==> config.mk <==
export PLATFORM = sky130hd
export DESIGN_NAME = div_restoring
export DESIGN_NICKNAME = d
export VERILOG_FILES = /design/src/rtl/div_restoring_pkg.sv /design/src/rtl/div_restoring_f_add.sv /design/src/rtl/div_restoring.sv
export SDC_FILE = /design/constraint.sdc
export NUM_CORES = 1
export LEC_CHECK = 0
export CORE_MARGIN = 5
export CORE_UTILIZATION = 55
export CTS_CLUSTER_DIAMETER = 100
export DETAILED_ROUTE_END_ITERATION = 12
export GPL_TIMING_DRIVEN = 1
export PLACE_DENSITY = 0.78
export SLEW_MARGIN = 20
export SYNTH_ARGS = -nofsm -noshare
export SYNTH_HDL_FRONTEND = slang
export SYNTH_SLANG_ARGS = --single-unit
==> constraint.sdc <==
create_clock -name clk -period 4.12 [get_ports clk]
set_input_delay 0.824 -clock clk [delete_from_list [all_inputs] [get_ports clk]]
set_output_delay 0.824 -clock clk [all_outputs]
set_load 0.01 [all_outputs]
==> src/rtl/div_restoring_pkg.sv <==
//==============================================================================
// Module      : div_restoring_pkg
// Description : State encodings and sizing helper shared by the restoring divider.
// Revision    : 1.0 - initial release
//==============================================================================
`default_nettype none

package div_restoring_pkg;

    localparam logic [1:0] c_ST_IDLE = 2'd0;
    localparam logic [1:0] c_ST_RUN  = 2'd1;
    localparam logic [1:0] c_ST_DONE = 2'd2;

    // Iteration counter must hold the value N itself.
    function automatic int cnt_width(input int n);
        return $clog2(n + 1);
    endfunction

endpackage

`default_nettype wire

==> src/rtl/div_restoring_f_add.sv <==
//==============================================================================
// Module      : f_ADD
// Description : N-bit adder with carry in/out; used as the divider's trial subtractor.
// Revision    : 1.0 - initial release
//==============================================================================
`default_nettype none

module f_ADD #(
    parameter int N = 65
) (
    input  logic [N-1:0] i_a,
    input  logic [N-1:0] i_b,
    input  logic         i_c_in,
    output logic [N-1:0] o_sum,
    output logic         o_c_out
);

    assign {o_c_out, o_sum} = {1'b0, i_a} + {1'b0, i_b} + {{N{1'b0}}, i_c_in};

endmodule

`default_nettype wire

==> src/rtl/div_restoring.sv <==
//==============================================================================
// Module      : div_restoring
// Description : Multi-cycle unsigned restoring divider with valid/ready handshakes.
// Revision    : 1.0 - initial release
//==============================================================================
`default_nettype none

module div_restoring #(
    parameter int N = 64
) (
    input  logic         clk,
    input  logic         rst,
    input  logic         in_valid,
    output logic         in_ready,
    input  logic [N-1:0] dividend,
    input  logic [N-1:0] divisor,
    output logic         out_valid,
    input  logic         out_ready,
    output logic [N-1:0] quotient,
    output logic [N-1:0] remainder,
    output logic         div_by_zero
);

    import div_restoring_pkg::*;

    localparam int c_CNT_W = cnt_width(N);

    logic [1:0]         r_state;
    logic [N-1:0]       r_q;
    logic [N-1:0]       r_d;
    logic [N-1:0]       r_r;
    logic [c_CNT_W-1:0] r_cnt;
    logic [N-1:0]       r_quot;
    logic [N-1:0]       r_rem;
    logic               r_dbz;

    logic [N:0]         w_rs;
    logic [N:0]         w_trial;
    logic               w_c_out;
    logic               w_no_borrow;
    logic [N-1:0]       w_r_next;
    logic [N-1:0]       w_q_next;

    assign w_rs = {r_r, r_q[N-1]};

    f_ADD #(.N(N + 1)) u_trial_sub (
        .i_a     (w_rs),
        .i_b     (~{1'b0, r_d}),
        .i_c_in  (1'b1),
        .o_sum   (w_trial),
        .o_c_out (w_c_out)
    );

    // A non-borrowing trial is always below D, so its top bit is zero.
    assign w_no_borrow = w_c_out & ~w_trial[N];
    assign w_r_next    = w_no_borrow ? w_trial[N-1:0] : w_rs[N-1:0];
    assign w_q_next    = {r_q[N-2:0], w_no_borrow};

    assign in_ready    = (r_state == c_ST_IDLE) & ~rst;
    assign out_valid   = (r_state == c_ST_DONE);
    assign quotient    = r_quot;
    assign remainder   = r_rem;
    assign div_by_zero = r_dbz;

    always_ff @(posedge clk) begin
        if (rst) begin
            r_state <= c_ST_IDLE;
            r_q     <= '0;
            r_d     <= '0;
            r_r     <= '0;
            r_cnt   <= '0;
            r_quot  <= '0;
            r_rem   <= '0;
            r_dbz   <= 1'b0;
        end else begin
            case (r_state)
                c_ST_IDLE: begin
                    if (in_valid) begin
                        r_q   <= dividend;
                        r_d   <= divisor;
                        r_r   <= '0;
                        r_cnt <= c_CNT_W'(N);
                        if (divisor == '0) begin
                            r_state <= c_ST_DONE;
                            r_quot  <= '1;
                            r_rem   <= dividend;
                            r_dbz   <= 1'b1;
                        end else begin
                            r_state <= c_ST_RUN;
                            r_dbz   <= 1'b0;
                        end
                    end
                end
                c_ST_RUN: begin
                    r_r   <= w_r_next;
                    r_q   <= w_q_next;
                    r_cnt <= r_cnt - c_CNT_W'(1);
                    if (r_cnt == c_CNT_W'(1)) begin
                        r_state <= c_ST_DONE;
                        r_quot  <= w_q_next;
                        r_rem   <= w_r_next;
                    end
                end
                c_ST_DONE: begin
                    if (out_ready) begin
                        r_state <= c_ST_IDLE;
                    end
                end
                default: begin
                    r_state <= c_ST_IDLE;
                end
            endcase
        end
    end

endmodule

`default_nettype wire

# After elaboration in Yosys (flattened, before gate mapping)
# Cells that the tools add are included.
# W data, S select, Z words.
[word_totals]
out_inout_bits = 131
register_bits = 330
wordCells = 51
[op_classes]
add_sub_neg = 3
n_eq_ne = 7
n_reduce_logical = 7
n_mux = 21
bitwise = 5
[op_table]
columns = ["cell", "n"]
rows = [
  ["$mux W64", 9],
  ["$pmux W64 S2", 4],
  ["$add A65 B65 Y66", 1],
  ["$add A66 B1 Y66 const B", 1],
  ["$not A64 Y65", 1],
  ["$logic_not A64 Y1", 1],
  ["$pmux W7 S2", 1],
  ["$mux W2", 4],
  ["$eq A7 B1 Y1 const B", 1],
  ["$mux W7", 1],
  ["$sub A7 B1 Y7 const B", 1],
  ["$pmux W2 S3", 1],
  ["$ne A2 B1 Y1 const B", 2],
  ["$ne A2 B2 Y1 const B", 2],
  ["$reduce_and A2 Y1", 2],
  ["$reduce_and A4 Y1", 1],
  ["$reduce_and A3 Y1", 1],
  ["$and A1 B1 Y1", 2],
  ["$eq A2 B1 Y1 const B", 1],
  ["$eq A2 B2 Y1 const B", 1],
  ["$logic_not A2 Y1", 1],
  ["$not A1 Y1", 2],
  ["$reduce_bool A2 Y1", 1],
  ["$mux W1", 1],
]

# Depth between registers and ports, before layout
# Gate-level depths: netlist of run 1.
[depth]
depth_word = 8
ltp_mapped = 15

# Modules after synthesis
# A second synthesis of run 1 with hierarchy kept.
[unflattened]
hier_cells = 2270
area_unflattened_um2 = 17307.8
[by_module_without_submodules]
columns = ["mod", "instances", "area_each_um2", "cells_each"]
rows = [
  ["div_restoring", 1, 13475.4, 1707],
  ["f_ADD", 1, 3832.4, 563],
]

# Worst setup path before layout of run 1
# No wires, ideal clock.
[synth_timing]
path_type = "register to register"
start = "register r_q[63]"
end = "register r_r[62]"
t_required_ns = 4.032
synth_period_minus_slack_ns = 3.224
stages_incl_launch_ff = 14
slack_ns = 0.896
path_buffers = 0
arrival_ns = 3.136
path_cell_list = "dfxtp_1 -> inv_1 -> ha_1 -> fa_1 -> nand2b_1 -> a21oi_1 -> o21ai_1 -> o311a_1 -> a21oi_2 -> o211ai_1 -> a2111oi_0 -> nor3_1 -> nand3b_1 -> a311oi_2"
[synth_via]
elab_chain_len = 6
[synth_lines]
columns = ["element", "line", "text"]
rows = [
  ["from (decl)", "div_restoring.sv:29", "logic [N-1:0] r_q;"],
  ["from (signal assigned)", "div_restoring.sv:79", "r_q <= dividend;"],
  ["from (signal assigned)", "div_restoring.sv:96", "r_q <= w_q_next;"],
  ["$add A65 B65 Y66 *", "div_restoring_f_add.sv:18", "assign {o_c_out, o_sum} = {1'b0, i_a} + {1'b0, i_b} + {{N{1'b0}}, i_c_in};"],
  ["$add A66 B1 Y66 *", "div_restoring_f_add.sv:18", ""],
  ["$not A1 Y1", "div_restoring.sv:55", "assign w_no_borrow = w_c_out & ~w_trial[N];"],
  ["$and A1 B1 Y1", "div_restoring.sv:55", ""],
  ["$mux W64 *", "div_restoring.sv:56", "assign w_r_next = w_no_borrow ? w_trial[N-1:0] : w_rs[N-1:0];"],
  ["$pmux W64 S2 *", "div_restoring.sv:76", "case (r_state)"],
  ["to (signal assigned)", "div_restoring.sv:95", "r_r <= w_r_next;"],
  ["to (decl)", "div_restoring.sv:31", "logic [N-1:0] r_r;"],
]
# Mark *: on every way between the ends. The rest lies on a longest branch, timed or not.
# A chain may end at the register's enable or synchronous reset.

# Worst setup path after layout of run 1
[layout_timing]
start = "input divisor[31]"
end = "register r_rem[26] (netlist: remainder[26])"
[layout_via]
elab_chain_len = 3
[layout_lines]
columns = ["element", "line", "text"]
rows = [
  ["from (decl)", "div_restoring.sv:16", "input logic [N-1:0] divisor,"],
  ["$logic_not A64 Y1", "div_restoring.sv:83", "if (divisor == '0) begin"],
  ["$ne A2 B1 Y1 (no line)", "n/a", ""],
  ["$reduce_and A4 Y1 (no line)", "n/a", ""],
  ["to (signal assigned)", "div_restoring.sv:86", "r_rem <= dividend;"],
  ["to (signal assigned)", "div_restoring.sv:101", "r_rem <= w_r_next;"],
  ["to (decl)", "div_restoring.sv:34", "logic [N-1:0] r_rem;"],
]
# Every way passes these cells.

==> results.toml, run 1 <==
[clocking]
number_of_cts_inserted_buffers = 38
cts_max_path_buffers = 3
insertion_delay_ns = 0.53
cts.hold.buffers_added = 0
clk_root_buffer_cell = "clkbuf_16"
post_cts.resized_instances = 0
clkSinkCount = 330
clk_pin_slew_worst_paths_ns = 0.06
cts_setup_buffers = 0
cts_max_level = 2
tritoncts = "done"

[global_route]
grt_pass1_vias = 15900
number_of_antenna_violations_at_the_first_check_in_global_routing = 1
grt_start_max_net_pins = 133
grt_remaining_overflow = 0
grt_pass1_wl_um = 88900
grt_util_all_layers_pct = 32.2

[worst_setup_path]
timing.critical_path.to_type = "flop"
crit_arrival_ns = 4.36
critical_path.max_fanout = 30
required_ns = 4.49
worst-setup-path-type = "in2reg"
reg2reg_depth = 13
worstSetupStartpointType = "input port"

[yosys]
synth_area_um2 = 17100
sequential_fraction_of_the_synthesis_area_pct = 38.7
synthMuxAreaShare_pct = 0.117
synth_compound_gate_area_share_pct = 24.5
synthesis.area_per_instance_um2 = 7.50
postSynthRegisterBits = 330
syn-instance-count = 2273
synthDistinctLibCells = 67
async_flop_share_pct = 0
combinational_family_with_the_most_area_after_synthesis = "compound AO/OA/AOI/OAI gates"
synthesized_area_fraction_occupied_by_xor_and_xnor_cells_pct = 2.83
postSynthNetCount = 2472
synth-adder-area-share_pct = 4.96
synth-edff-count = 0
yosys.area_share.simple_pct = 22.6
most_instantiated_flip_flop_cell_in_the_synthesis_netlist = "dfxtp_1"
synth_warnings = 0

[cells_and_area]
stdcell_area_um2 = 21300
multi_input_gate_area_um2 = 9440
finalNonFillerCells = 2884
n_antenna_cell = 0
layout.core_utilization_pct = 69.7
syn2layout_area_growth_pct = 25.0
final_common_cell = "nand2_1"
drive_above_1_share_pct = 5.91
most_frequent_cells_in_the_layout = "nand2_1, dfxtp_1, nor2_1, a21oi_1, clkdlybuf4s50_1"
final.fill_count = 2587
final_net_count = 2662
seqCellArea_um2 = 6610

[place]
dp.final_hpwl_um = 43300
port_buffers = 262
global_placement_routability_congestion = 1.01
dp_cells = 2819
post_dp_cell_area_um2 = 20000

[route]
route.final.wire_length_um = 58500
starting_drc_count_in_detailed_routing = 1830
ant_nets = 0
first_pass_iters = 7
detailroute.via_count = 17600
vias_per_cell = 6.10
wl_per_cell_um = 20.3
route.detailed.drc = 0

[sta]
max_slew.worst_pin.slew_ns = 1.11
timing.final.max_slew_violations = 0
number_of_failing_setup_endpoints_in_the_final_timing_report = 0
final.setup_skew_ns = 0.0205
min_period_over_period_pct = 96.8
finalHoldViolCount = 0
maxSlewHeadroom_pct = 26.2
rsz0062_at_grt = "false"
max_freq_mhz = 251
clock_period_minus_final_worst_setup_slack_ns = 3.99

[pwr]
power.density_nw_per_um2 = 524
design_power_total_mw = 11.2
max-vdd-ir-drop_v = 0.000319
cellLeakagePower_nw = 8.18

[worst_hold_path]
hp-class = "reg2reg"
min_path_cells = 2

[die]
die_area_um2 = 34600
num_io_pins = 263
fp.dieW_um = 186
die_h_um = 186
initial_utilization_pct = 55.7
rows = 64
core_region_area_um2 = 30600

[status]
outcome = "finished, final reports clean"

[flow_run]
cap_viol_max_count = 0
[power by group]
part           total, mW  internal, mW  switching, mW
registers           3.65          3.44          0.210
logic               4.09          1.58           2.51
clock network       3.43          2.06           1.37
[routing by layer]
layer / wire length, um / track usage, % / part of all wire [%] / vias up
li1: - / - / - / 8370
met1: 25900 / 47.7 / 44 / 8275
met2: 24600 / 47.5 / 42 / 859
met3: 6650 / 7.58 / 11 / 97
met4: 1340 / 7.64 / 2.3 / 2
met5: 13 / 0 / 0.022 / -
[cell usage after synthesis, types with 30 or more instances]
| master | number | area [um2] |
|---|---|---|
| nand2_1 | 380 | 1430 |
| dfxtp_1 | 330 | 6610 |
| nor2_1 | 318 | 1190 |
| a21oi_1 | 284 | 1420 |
| clkbuf_1 | 126 | 473 |
| inv_1 | 95 | 357 |
| nor3_1 | 92 | 460 |
| a311oi_1 | 79 | 692 |
| a211oi_1 | 71 | 533 |
| ha_1 | 66 | 826 |
| a22oi_1 | 48 | 360 |
| o21ai_0 | 47 | 235 |
| xnor2_1 | 32 | 280 |
| nand4_1 | 30 | 188 |
[worst max-delay path, cell delays in order]
cell	delay [ns]
clkdlybuf4s50_1	0.44
nor4_1	0.74
nand4_1	0.41
nor4_1	0.47
buf_4	0.23
nand2_1	0.07
and2_2	0.37
buf_12	0.23
a21oi_1	0.40
a211oi_1	0.16
[final timing paths]
| path | from | endpoint | slack (ns) |
|---|---|---|---|
| hold / removal | r_d[49]$_SDFFE_PP0P_ | r_d[49]$_SDFFE_PP0P_ | 0.45 |
| setup / recovery | divisor[31] | remainder[26]$_SDFFE_PP0P_ | 0.13 |
| setup reg to reg | r_d[13]$_SDFFE_PP0P_ | remainder[47]$_SDFFE_PP0P_ | 0.32 |
| hold reg to reg | r_d[49]$_SDFFE_PP0P_ | r_d[49]$_SDFFE_PP0P_ | 0.45 |
[through the flow]
| stage | hold slack (ns) | TNS [ns] | setup slack, ns |
|---|---|---|---|
| finish | 0.453 | 0 | 0.134 |
| global route | 0.470 | 0 | 0.154 |
| CTS | 0.454 | 0 | 0.202 |
| detailed placement | 0.447 | -6.06 | -0.316 |
| global placement | 0.444 | -3.40 | -0.242 |
| floorplan | 0.436 | 0 | 0.896 |
[flip-flops by register name, summed over array words and instances, names as in the netlist]
register     count
r_cnt            7
r_state          2
quotient        64
div_by_zero      1
remainder       64
r_r             64
r_q             64
r_d             64
[cells by family (layout without fill, tap and decap cells)]
group / count (synthesis) / after routing
xor gates and xnor gates: 55 / 55
muxes: 2 / 2
DFF: 330 / 330
AOI/OAI and AO/OA: 647 / 647
buffers and inverters: 264 / 479
adders and majority gates: 67 / 67
and+or+nand+nor: 908 / 908
[area by class of cell]
| type | instances | share of cell area (%) |
|---|---|---|
| Tap cell | 396 | 2.33 |
| Multi-Input combinational cell | 1679 | 44.3 |
| Sequential cell | 330 | 31.0 |
| Clock buffer | 49 | 5.13 |
| Timing Repair Buffer | 319 | 14.8 |
| Clock inverter | 16 | 0.834 |
| Inverter | 95 | 1.67 |
Note: power is estimated with default switching activity, not from simulation.
==> inputs of run 2 (changes only) <==
--- a/config.mk
+++ b/config.mk
@@ -9,8 +9,9 @@
 export CORE_UTILIZATION = 55
 export CTS_CLUSTER_DIAMETER = 100
 export DETAILED_ROUTE_END_ITERATION = 12
+export DONT_BUFFER_PORTS = 1
 export GPL_TIMING_DRIVEN = 1
-export PLACE_DENSITY = 0.78
+export PLACE_DENSITY = 0.67
 export SLEW_MARGIN = 20
 export SYNTH_ARGS = -nofsm -noshare
 export SYNTH_HDL_FRONTEND = slang
==> run 2 against run 1 <==
  * Cell count fell by 9.7%
  * Clock skew rose by 0.0031 ns
  * Clock power rose by 2%
  * Worst hold slack got worse by 0.075 ns
  * Die area did not move
  * First-iteration DRC count fell by 6.2%
  * Global-route usage fell by 0.97 points
  * Critical endpoint is now r_r[62]$_SDFFE_PP0P_
  * Largest cell class unchanged
  * Highest routed layer is now met4
==> results.toml, run 2 (synthesized netlist as in run 1, its figures left out) <==
[route]
ant_nets = 0
route.detailed.drc = 0
wl_per_cell_um = 21.6
route.final.wire_length_um = 56300
starting_drc_count_in_detailed_routing = 1716
vias_per_cell = 6.22
detailroute.via_count = 16200
first_pass_iters = 5

[clocking]
insertion_delay_ns = 0.54
cts_max_path_buffers = 3
cts.hold.buffers_added = 0
post_cts.resized_instances = 0
clkSinkCount = 330
clk_root_buffer_cell = "clkbuf_16"
clk_pin_slew_worst_paths_ns = 0.06
cts_setup_buffers = 0
tritoncts = "done"
cts_max_level = 2
number_of_cts_inserted_buffers = 37

[pwr]
cellInternalPower_mw = 6.96
power.net_switching_mw = 3.98
design_power_total_mw = 10.9
power.sequential.fraction_pct = 33.7
clock_power_share_pct = 32.0
max-vdd-ir-drop_v = 0.000466
power.density_nw_per_um2 = 591
cellLeakagePower_nw = 7.11
switching_share_pct = 36.4
p_comb_share_pct = 34.3

[cells_and_area]
final_common_cell = "nand2_1"
syn2layout_area_growth_pct = 8.64
drive_above_1_share_pct = 5.39
final.fill_count = 2907
multi_input_gate_area_um2 = 9440
most_frequent_cells_in_the_layout = "nand2_1, dfxtp_1, nor2_1, a21oi_1, inv_1"
seqCellArea_um2 = 6610
layout.core_utilization_pct = 60.6
final_net_count = 2378
n_antenna_cell = 0

[worst_setup_path]
crit_arrival_ns = 4.23
worst-setup-path-type = "reg2reg"
worstSetupStartpointType = "flop"
required_ns = 4.57
critical_path.max_fanout = 4
timing.critical_path.to_type = "flop"

[die]
die_h_um = 186
core_region_area_um2 = 30600
rows = 64
fp.dieW_um = 186
die_area_um2 = 34600
num_io_pins = 263
initial_utilization_pct = 55.7

[worst_hold_path]
hp-class = "in2reg"

[sta]
rsz0062_at_grt = "false"
max_freq_mhz = 264
maxSlewHeadroom_pct = 22.9
max_slew.worst_pin.slew_ns = 1.13
final.setup_skew_ns = 0.0236
clock_period_minus_final_worst_setup_slack_ns = 3.79
number_of_failing_setup_endpoints_in_the_final_timing_report = 0
final_layout_worst_hold_slack_ns = 0.377
setup-tns-final_ns = 0
timing.final.max_slew_violations = 0
min_period_over_period_pct = 91.9
finalHoldViolCount = 0

[place]
global_placement_routability_congestion = 0.978
port_buffers = 0
dp.final_hpwl_um = 41800

[global_route]
grt_start_max_net_pins = 332
grt_util_all_layers_pct = 31.2
grt_pass1_vias = 14900
grt_remaining_overflow = 0
grt_pass1_wl_um = 85900
number_of_antenna_violations_at_the_first_check_in_global_routing = 0

[flow_run]
cap_viol_max_count = 0

[status]
outcome = "finished, final reports clean"
-- run 2: cell count changes in the layout (fill, tap and decap cells not counted) --
cell | previous run | this run
buf_12 | 7 | 5
buf_4 | 50 | 31
clkbuf_16 | 39 | 38
clkbuf_8 | 8 | 6
inv_16 | 0 | 1
clkdlybuf4s50_1 | 261 | 0
bufinv_16 | 3 | 5
clkinv_4 | 0 | 1
buf_8 | 1 | 0
clkinv_2 | 11 | 4
inv_6 | 0 | 1
clkbuf_1 | 2 | 11
clkinv_8 | 2 | 1
-- run 2: path summary, 6_finish.rpt --
check / from / to / slack [ns] / cells past startpoint
max: r_q[63]$_SDFFE_PP0P_ / r_r[62]$_SDFFE_PP0P_ / 0.33 / 13
min: rst / r_q[22]$_SDFFE_PP0P_ / 0.38 / 1
max reg2reg: r_q[63]$_SDFFE_PP0P_ / r_r[62]$_SDFFE_PP0P_ / 0.33 / 13
min reg2reg: r_d[34]$_SDFFE_PP0P_ / r_d[34]$_SDFFE_PP0P_ / 0.45 / 2
-- run 2: layer usage --
layer | global-route usage (%) | wire (um)
met5 | 0 | 0
met1 | 46.5 | 25500
met4 | 8.28 | 1580
met2 | 44.1 | 22600
met3 | 8.99 | 6530
-- run 2: stage by stage --
stage               instance area (um2)  setup WS, ns  instances
floorplan                         17100         0.896       2273
global placement                  17200         0.134       2536
detailed placement                17200         0.171       2536
CTS                               18500         0.396       2604
global route                      18500        0.0780       2604
finish                            18500         0.334       2604
-- run 2: critical path, cell delays in order, from the launching register on --
cell and delay, ns:
dfxtp_1 0.35, inv_1 0.05, ha_1 0.22, fa_1 0.38
nand2b_1 0.19, a21oi_1 0.22, o21ai_1 0.21, o311a_1 0.44
a21oi_2 0.25, o211ai_1 0.18, a2111oi_0 0.67, nor3_1 0.09
nand3b_1 0.22, a311oi_2 0.25
-- run 2: layout make-up --
cell class                      count  area share, %
Clock inverter                     13           1.21
Sequential cell                   330           35.7
Inverter                           95           1.92
Timing Repair Buffer               36           1.80
Multi-Input combinational cell   1679           50.9
Clock buffer                       55           5.80
Tap cell                          396           2.67
-- run 2: power groups by stage --
stage / Clock (mW) / Sequential, mW / Combinational [mW]
floorplan: 0 / 3.65 / 2.71
global placement: 0 / 3.74 / 3.67
detailed placement: 0 / 3.74 / 3.65
CTS: 3.55 / 3.67 / 3.67
global route: 3.69 / 3.71 / 4.09
finish: 3.51 / 3.68 / 3.75
